**src/rtl/ifetch_prefetch_if.sv**
```systemverilog
// Instruction memory request/response channel.
// master = fetch side, slave = memory side.
interface ifetch_prefetch_if;
    logic        imem_req_valid;
    logic        imem_req_ready;
    logic [31:0] imem_req_addr;
    logic        imem_resp_valid;
    logic [31:0] imem_resp_data;

    modport master (
        output imem_req_valid,
        output imem_req_addr,
        input  imem_req_ready,
        input  imem_resp_valid,
        input  imem_resp_data
    );

    modport slave (
        input  imem_req_valid,
        input  imem_req_addr,
        output imem_req_ready,
        output imem_resp_valid,
        output imem_resp_data
    );
endinterface

```
**src/rtl/ifetch_prefetch.sv**
```systemverilog
// Sequential fetch prefetcher: credit-limited requests into an
// in-order FIFO of {pc, instr}, flushed by redirect.
module ifetch_prefetch #(
    parameter int          DEPTH    = 4,
    parameter logic [31:0] RESET_PC = 32'h0000_0000
) (
    input  logic                         clk,
    input  logic                         reset,
    ifetch_prefetch_if.master            imem,
    input  logic                         redirect,
    input  logic [31:0]                  redirect_pc,
    output logic                         instr_valid,
    input  logic                         instr_ready,
    output logic [31:0]                  instr_pc,
    output logic [31:0]                  instr,
    output logic [$clog2(DEPTH+1)-1:0]   occupancy
);
    localparam int PW = $clog2(DEPTH);
    localparam int CW = $clog2(DEPTH + 1);

    logic [31:0]   fetch_pc;
    logic [31:0]   resp_pc;
    logic [CW-1:0] count;
    logic [CW-1:0] inflight;
    logic [CW-1:0] discard;
    logic [CW-1:0] inflight_dec;
    logic [PW-1:0] head;
    logic [PW-1:0] tail;
    logic [31:0]   pc_q  [DEPTH];
    logic [31:0]   ins_q [DEPTH];

    logic [CW:0]   credit;
    logic [31:0]   redirect_base;
    logic          req_fire;
    logic          resp_ok;
    logic          push;
    logic          pop;

    always_comb begin
        credit              = {1'b0, count} + {1'b0, inflight};
        redirect_base       = {redirect_pc[31:2], 2'b00};
        imem.imem_req_valid = !reset && !redirect
                              && (credit < (CW+1)'(DEPTH));
        imem.imem_req_addr  = reset ? RESET_PC : fetch_pc;
        req_fire            = imem.imem_req_valid && imem.imem_req_ready;
        // a response with nothing outstanding is ignored entirely
        resp_ok             = imem.imem_resp_valid && (inflight != '0);
        push                = resp_ok && (discard == '0) && !redirect;
        instr_valid         = !reset && !redirect && (count != '0);
        pop                 = instr_valid && instr_ready;
        instr_pc            = pc_q[head];
        instr               = ins_q[head];
        occupancy           = reset ? '0 : count;
        inflight_dec        = inflight - CW'(resp_ok);
    end

    always_ff @(posedge clk) begin
        if (reset) begin
            fetch_pc <= RESET_PC;
            resp_pc  <= RESET_PC;
            count    <= '0;
            inflight <= '0;
            discard  <= '0;
            head     <= '0;
            tail     <= '0;
        end else if (redirect) begin
            fetch_pc <= redirect_base;
            resp_pc  <= redirect_base;
            count    <= '0;
            head     <= '0;
            tail     <= '0;
            inflight <= inflight_dec;
            discard  <= inflight_dec;
        end else begin
            if (req_fire) begin
                fetch_pc <= fetch_pc + 32'd4;
            end
            inflight <= inflight_dec + CW'(req_fire);
            if (resp_ok && (discard != '0)) begin
                discard <= discard - CW'(1);
            end
            if (push) begin
                resp_pc <= resp_pc + 32'd4;
                tail    <= tail + PW'(1);
            end
            if (pop) begin
                head <= head + PW'(1);
            end
            count <= count + CW'(push) - CW'(pop);
        end
    end

    always_ff @(posedge clk) begin
        if (!reset && push) begin
            pc_q[tail]  <= resp_pc;
            ins_q[tail] <= imem.imem_resp_data;
        end
    end
endmodule
```
**src/flat_wrapper.sv**
```systemverilog
// flat-port wrapper written by rule: the top's interface ports become plain ports
module ifetch_prefetch_flat 
#(
    parameter int          DEPTH    = 4,
    parameter logic [31:0] RESET_PC = 32'h0000_0000
)
  (clk, reset, redirect, redirect_pc, instr_valid, instr_ready, instr_pc, instr, occupancy, imem_imem_req_valid, imem_imem_req_addr, imem_imem_req_ready, imem_imem_resp_valid, imem_imem_resp_data);
  ifetch_prefetch_if imem_i ();
  input  logic clk;
  input  logic reset;
  input  logic redirect;
  input  logic [31:0] redirect_pc;
  output logic instr_valid;
  input  logic instr_ready;
  output logic [31:0] instr_pc;
  output logic [31:0] instr;
  output logic [$clog2(DEPTH+1)-1:0] occupancy;
  output wire logic [$bits(imem_i.imem_req_valid)-1:0] imem_imem_req_valid;
  output wire logic [$bits(imem_i.imem_req_addr)-1:0] imem_imem_req_addr;
  input wire logic [$bits(imem_i.imem_req_ready)-1:0] imem_imem_req_ready;
  input wire logic [$bits(imem_i.imem_resp_valid)-1:0] imem_imem_resp_valid;
  input wire logic [$bits(imem_i.imem_resp_data)-1:0] imem_imem_resp_data;
  assign imem_imem_req_valid = imem_i.imem_req_valid;
  assign imem_imem_req_addr = imem_i.imem_req_addr;
  assign imem_i.imem_req_ready = imem_imem_req_ready;
  assign imem_i.imem_resp_valid = imem_imem_resp_valid;
  assign imem_i.imem_resp_data = imem_imem_resp_data;
  ifetch_prefetch #(.DEPTH(DEPTH), .RESET_PC(RESET_PC)) u_core (.clk(clk), .reset(reset), .imem(imem_i), .redirect(redirect), .redirect_pc(redirect_pc), .instr_valid(instr_valid), .instr_ready(instr_ready), .instr_pc(instr_pc), .instr(instr), .occupancy(occupancy));
endmodule
```
**config.mk**
```make
export PLATFORM = sky130hd
export DESIGN_NAME = ifetch_prefetch_flat
export DESIGN_NICKNAME = d
export VERILOG_FILES = /design/src/rtl/ifetch_prefetch_if.sv /design/src/rtl/ifetch_prefetch.sv /design/src/flat_wrapper.sv
export SDC_FILE = /design/constraint.sdc
export NUM_CORES = 1
export LEC_CHECK = 0
export CAP_MARGIN = 20
export CORE_UTILIZATION = 55
export CTS_BUF_LIST = sky130_fd_sc_hd__clkbuf_16
export CTS_CLUSTER_DIAMETER = 40
export DETAILED_ROUTE_END_ITERATION = 10
export PLACE_DENSITY = 0.79
export SYNTH_ARGS = -nofsm -noshare
export SYNTH_HDL_FRONTEND = slang
export SYNTH_SLANG_ARGS = --single-unit
```
**constraint.sdc**
```tcl
create_clock -name clk -period 4.2 [get_ports clk]
set_input_delay 0.84 -clock clk [delete_from_list [all_inputs] [get_ports clk]]
set_output_delay 0.84 -clock clk [all_outputs]
set_load 0.05 [all_outputs]
```
==> results.tsv <==
stage	metric	value	unit
sta	Final min period	3590	ps
critical_path	Critical Path AT	2750	ps
critical_path	cell family with most CP delay	buffers and inverters	
synthesis	prevailing post-synth register cell	edfxtp_1	
detailed_routing	Via density	5.75	
layout	fraction of layout cells with a size suffix above 1	0.151	
cts	# Post-CTS Setup Buffers	0	
layout	non-filler cells, final	1400	
placement	Post-DP Area	0.0154	mm^2
critical_path	Critical Path Max Stage Delay	870	ps
synthesis	Mapped Cells	882	
cts	clk slew on worst S/H paths	60	ps
detailed_routing	post-route ant nets	0	
power	worst vdd ir	0.297	mV
synthesis	asr flop ratio synth	0	
global_route	Tot GR Track Use	0.222	
sta	Max Clock Skew	16.7	ps
layout	n_diodes	0	
floorplan	Die Wd	158	um
cts	Worst-Skew Late Latency	510	ps
global_route	initial antenna violation count	0	
synthesis	post-synth top area cell	edfxtp_1	
synthesis	Cell variety after synth	64	
layout	Syn-to-layout area delta	24.2	%
detailed_routing	final wirelength	27.0	mm
cts	Clock Sinks	323	
sta	Slew Viols, Final	0	
sta	total negative slack	0	ps
detailed_routing	Vias	8047	
power	clock share of power	0.409	
detailed_routing	wire per inst	19.3	um
synthesis	synth warn	0	
detailed_routing	TritonRoute pass-1 iters	4	
floorplan	CORE AREA	0.0237	mm^2
power	Logic pwr share	0.103	
critical_path	critical path endpoint category	primary output	
sta	normalized max-slew margin	0.291	
critical_path	Critical Path RT	3360	ps
cts	H-tree levels	2	
cts	Hold Buf Count CTS	0	
power	internal power	5640	uW
synthesis	top cells by area, synth	edfxtp_1 (56%), dfxtp_1 (11%), mux4_2 (10%)	
sta	Hold Violations, Final	0	
floorplan	full die area	0.0250	mm^2
power	share of power burned in registers	0.488	
floorplan	Cell Rows	56	
floorplan	Initial Utilization	0.566	
placement	Routability Congestion	0.877	
sta	final setup vio count	0	
detailed_routing	drt initial violations	457	
synthesis	Post-synth EDFFs	248	
floorplan	Ports	171	
run	max_cap viols	0	
floorplan	Die Y	158	um
synthesis	share of Yosys cell area claimed by the top area cell type	0.556	
cts	cts repair resizes	0	
global_route	first-pass GRT wire length	42.4	mm
outcome	status	finished, final reports clean	
layout	Design Area, Final	0.0166	mm^2
layout	Nets	1139	
power	Leak	0.00546	uW
synthesis	Synth Register Bits	323	
sta	RSZ-0062 raised after global routing	false	
synthesis	post-synthesis sequential area ratio	0.668	
placement	DP Cell Count	1331	
critical_path	crit-path cells	buf_12 -> mux4_2 -> clkdlybuf4s50_1	
global_route	global route total overflow	0	
sta	Max Fclk	279	MHz
placement	PortBufs	164	
power	pwr dens	449	mW/mm^2
critical_path	Setup crit start kind	flip-flop	
critical_path	critical setup path kind	flip-flop to primary output	
placement	Post-DP HPWL	16.6	mm
power	Sw Share	0.245	
sta	fin crit share	0.855	
global_route	vias in the first global route	8008	
critical_path	Worst Path Buf+Inv	2	
critical_path	CP Max Fanout	31	
cts	Max clock buf depth	3	
global_route	maximum number of pins on one net before global-route repair	66	
worst_hold_path	hold crit path type	flip-flop to flip-flop	
synthesis	Syn Std Cell Area	0.0134	mm^2
detailed_routing	Remaining DRCs	0	
synthesis	Avg Cell Area, Syn	15.2	um^2
cts	CTS tree	done	
critical_path	CP max-delay cell	dfxtp_2	
cts	CTS buffer count	38	
sta	worst slew pin tran	1060	ps
power	switching power	1830	uW
cts	Root Buffer	clkbuf_16	
kinds of logic after synthesis:
kind of cell	after synthesis	synth area share
multiplexers	65	0.107
flip-flops	323	0.668
adder cells (fa/ha/maj)	17	0.0164
buffers and inverters	82	0.0258
AND/OR/NAND/NOR	238	0.0990
AO/OA/AOI/OAI	118	0.0595
other	1	0.000280
XOR/XNOR	38	0.0248
power by group through the flow:
stage / clock (uW) / combinational, uW / sequential [uW]
finish: 3050 / 772 / 3650
global route: 3240 / 845 / 3660
CTS: 3100 / 778 / 3650
detailed placement: 0 / 773 / 3710
global placement: 0 / 756 / 3700
floorplan: 0 / 521 / 3680
tightest hold or removal path: cells and delay by family (launching register included):
family,cells,cell delay [ps]
flops,1,340
compound gates,1,70
simple gates,1,70
cell usage after synthesis (3+ instances only):
master    count
edfxtp_1    248
dfxtp_1      75
mux4_2       62
nor2_1       47
nand2_1      42
clkbuf_1     33
nor2b_1      31
a21oi_1      26
inv_1        26
nand3_1      23
xnor2_1      21
a31oi_1      20
nand4_1      19
xor2_1       17
ha_1         16
a211oi_1     15
nor3_1       15
o21ai_1      13
or3_1        13
and3_1       12
buf_2        12
a21boi_1     11
o211ai_1      7
and2_1        6
buf_4         6
and4_1        5
o21a_1        5
buf_1         3
o31a_1        3
state kept, by name (all words and copies together), names as in the netlist, named ones only:
signal / count
u_core.head: 2
u_core.tail: 2
u_core.pc_q: 120
u_core.inflight: 3
u_core.count: 3
u_core.discard: 3
u_core.fetch_pc: 30
u_core.ins_q: 128
u_core.resp_pc: 30
path summary, 6_finish.rpt:
kind | start | endpoint | slack (ps) | cells past startpoint
min | u_core.fetch_pc[3] | u_core.fetch_pc[3] | 530 | 2
max | flip-flop | instr[27] | 610 | 3
max reg2reg | u_core.fetch_pc[9] | u_core.fetch_pc[28] | 1490 | 5
min reg2reg | u_core.fetch_pc[3] | u_core.fetch_pc[3] | 530 | 2
cells in the final DEF (no fill, tap or decap), types with 5 or more instances in the layout:
| master | count |
|---|---|
| and3_1 | 8 |
| o21a_1 | 5 |
| nor2_1 | 47 |
| nor3_1 | 15 |
| o211ai_1 | 7 |
| o21ai_1 | 13 |
| ha_1 | 16 |
| xnor2_1 | 21 |
| mux4_2 | 62 |
| clkinv_1 | 6 |
| and4_1 | 5 |
| buf_4 | 11 |
| nand3_1 | 23 |
| a21oi_1 | 26 |
| edfxtp_1 | 248 |
| nor2b_1 | 31 |
| and3_2 | 5 |
| clkdlybuf4s50_1 | 161 |
| nand4_1 | 19 |
| a31oi_1 | 20 |
| a211oi_1 | 15 |
| a21boi_1 | 11 |
| inv_1 | 29 |
| clkbuf_16 | 41 |
| buf_12 | 8 |
| clkinvlp_4 | 9 |
| dfxtp_1 | 73 |
| xor2_1 | 17 |
| and2_1 | 6 |
| or3_1 | 13 |
| nand2_1 | 42 |
area by class of cell:
| type | count | area (um^2) |
|---|---|---|
| well taps | 319 | 399 |
| repair buffers | 181 | 1860 |
| fillers | 1605 | 7040 |
| clock buffers | 41 | 1030 |
| inverters | 28 | 105 |
| multi-input cells | 480 | 4120 |
| clock inverters | 28 | 176 |
| flip-flops and latches | 323 | 8950 |
per-layer routing:
| metal | track usage | part of all wire |
|---|---|---|
| met1 | 0.313 | 0.45 |
| met2 | 0.352 | 0.47 |
| met3 | 0.0446 | 0.063 |
| met4 | 0.0632 | 0.018 |
| met5 | 0 | 0 |
stage by stage:
stage / power (uW) / utilization / worst slack [ps] / hold slack, ps
CTS: 7530 / 0.703 / 527 / 528
global placement: 4460 / 0.652 / 877 / 502
global route: 7740 / 0.703 / 484 / 560
floorplan: 4200 / - / 789 / 476
finish: 7470 / 0.703 / 611 / 529
detailed placement: 4480 / 0.652 / 797 / 520
(Power assumes the default switching activity.)
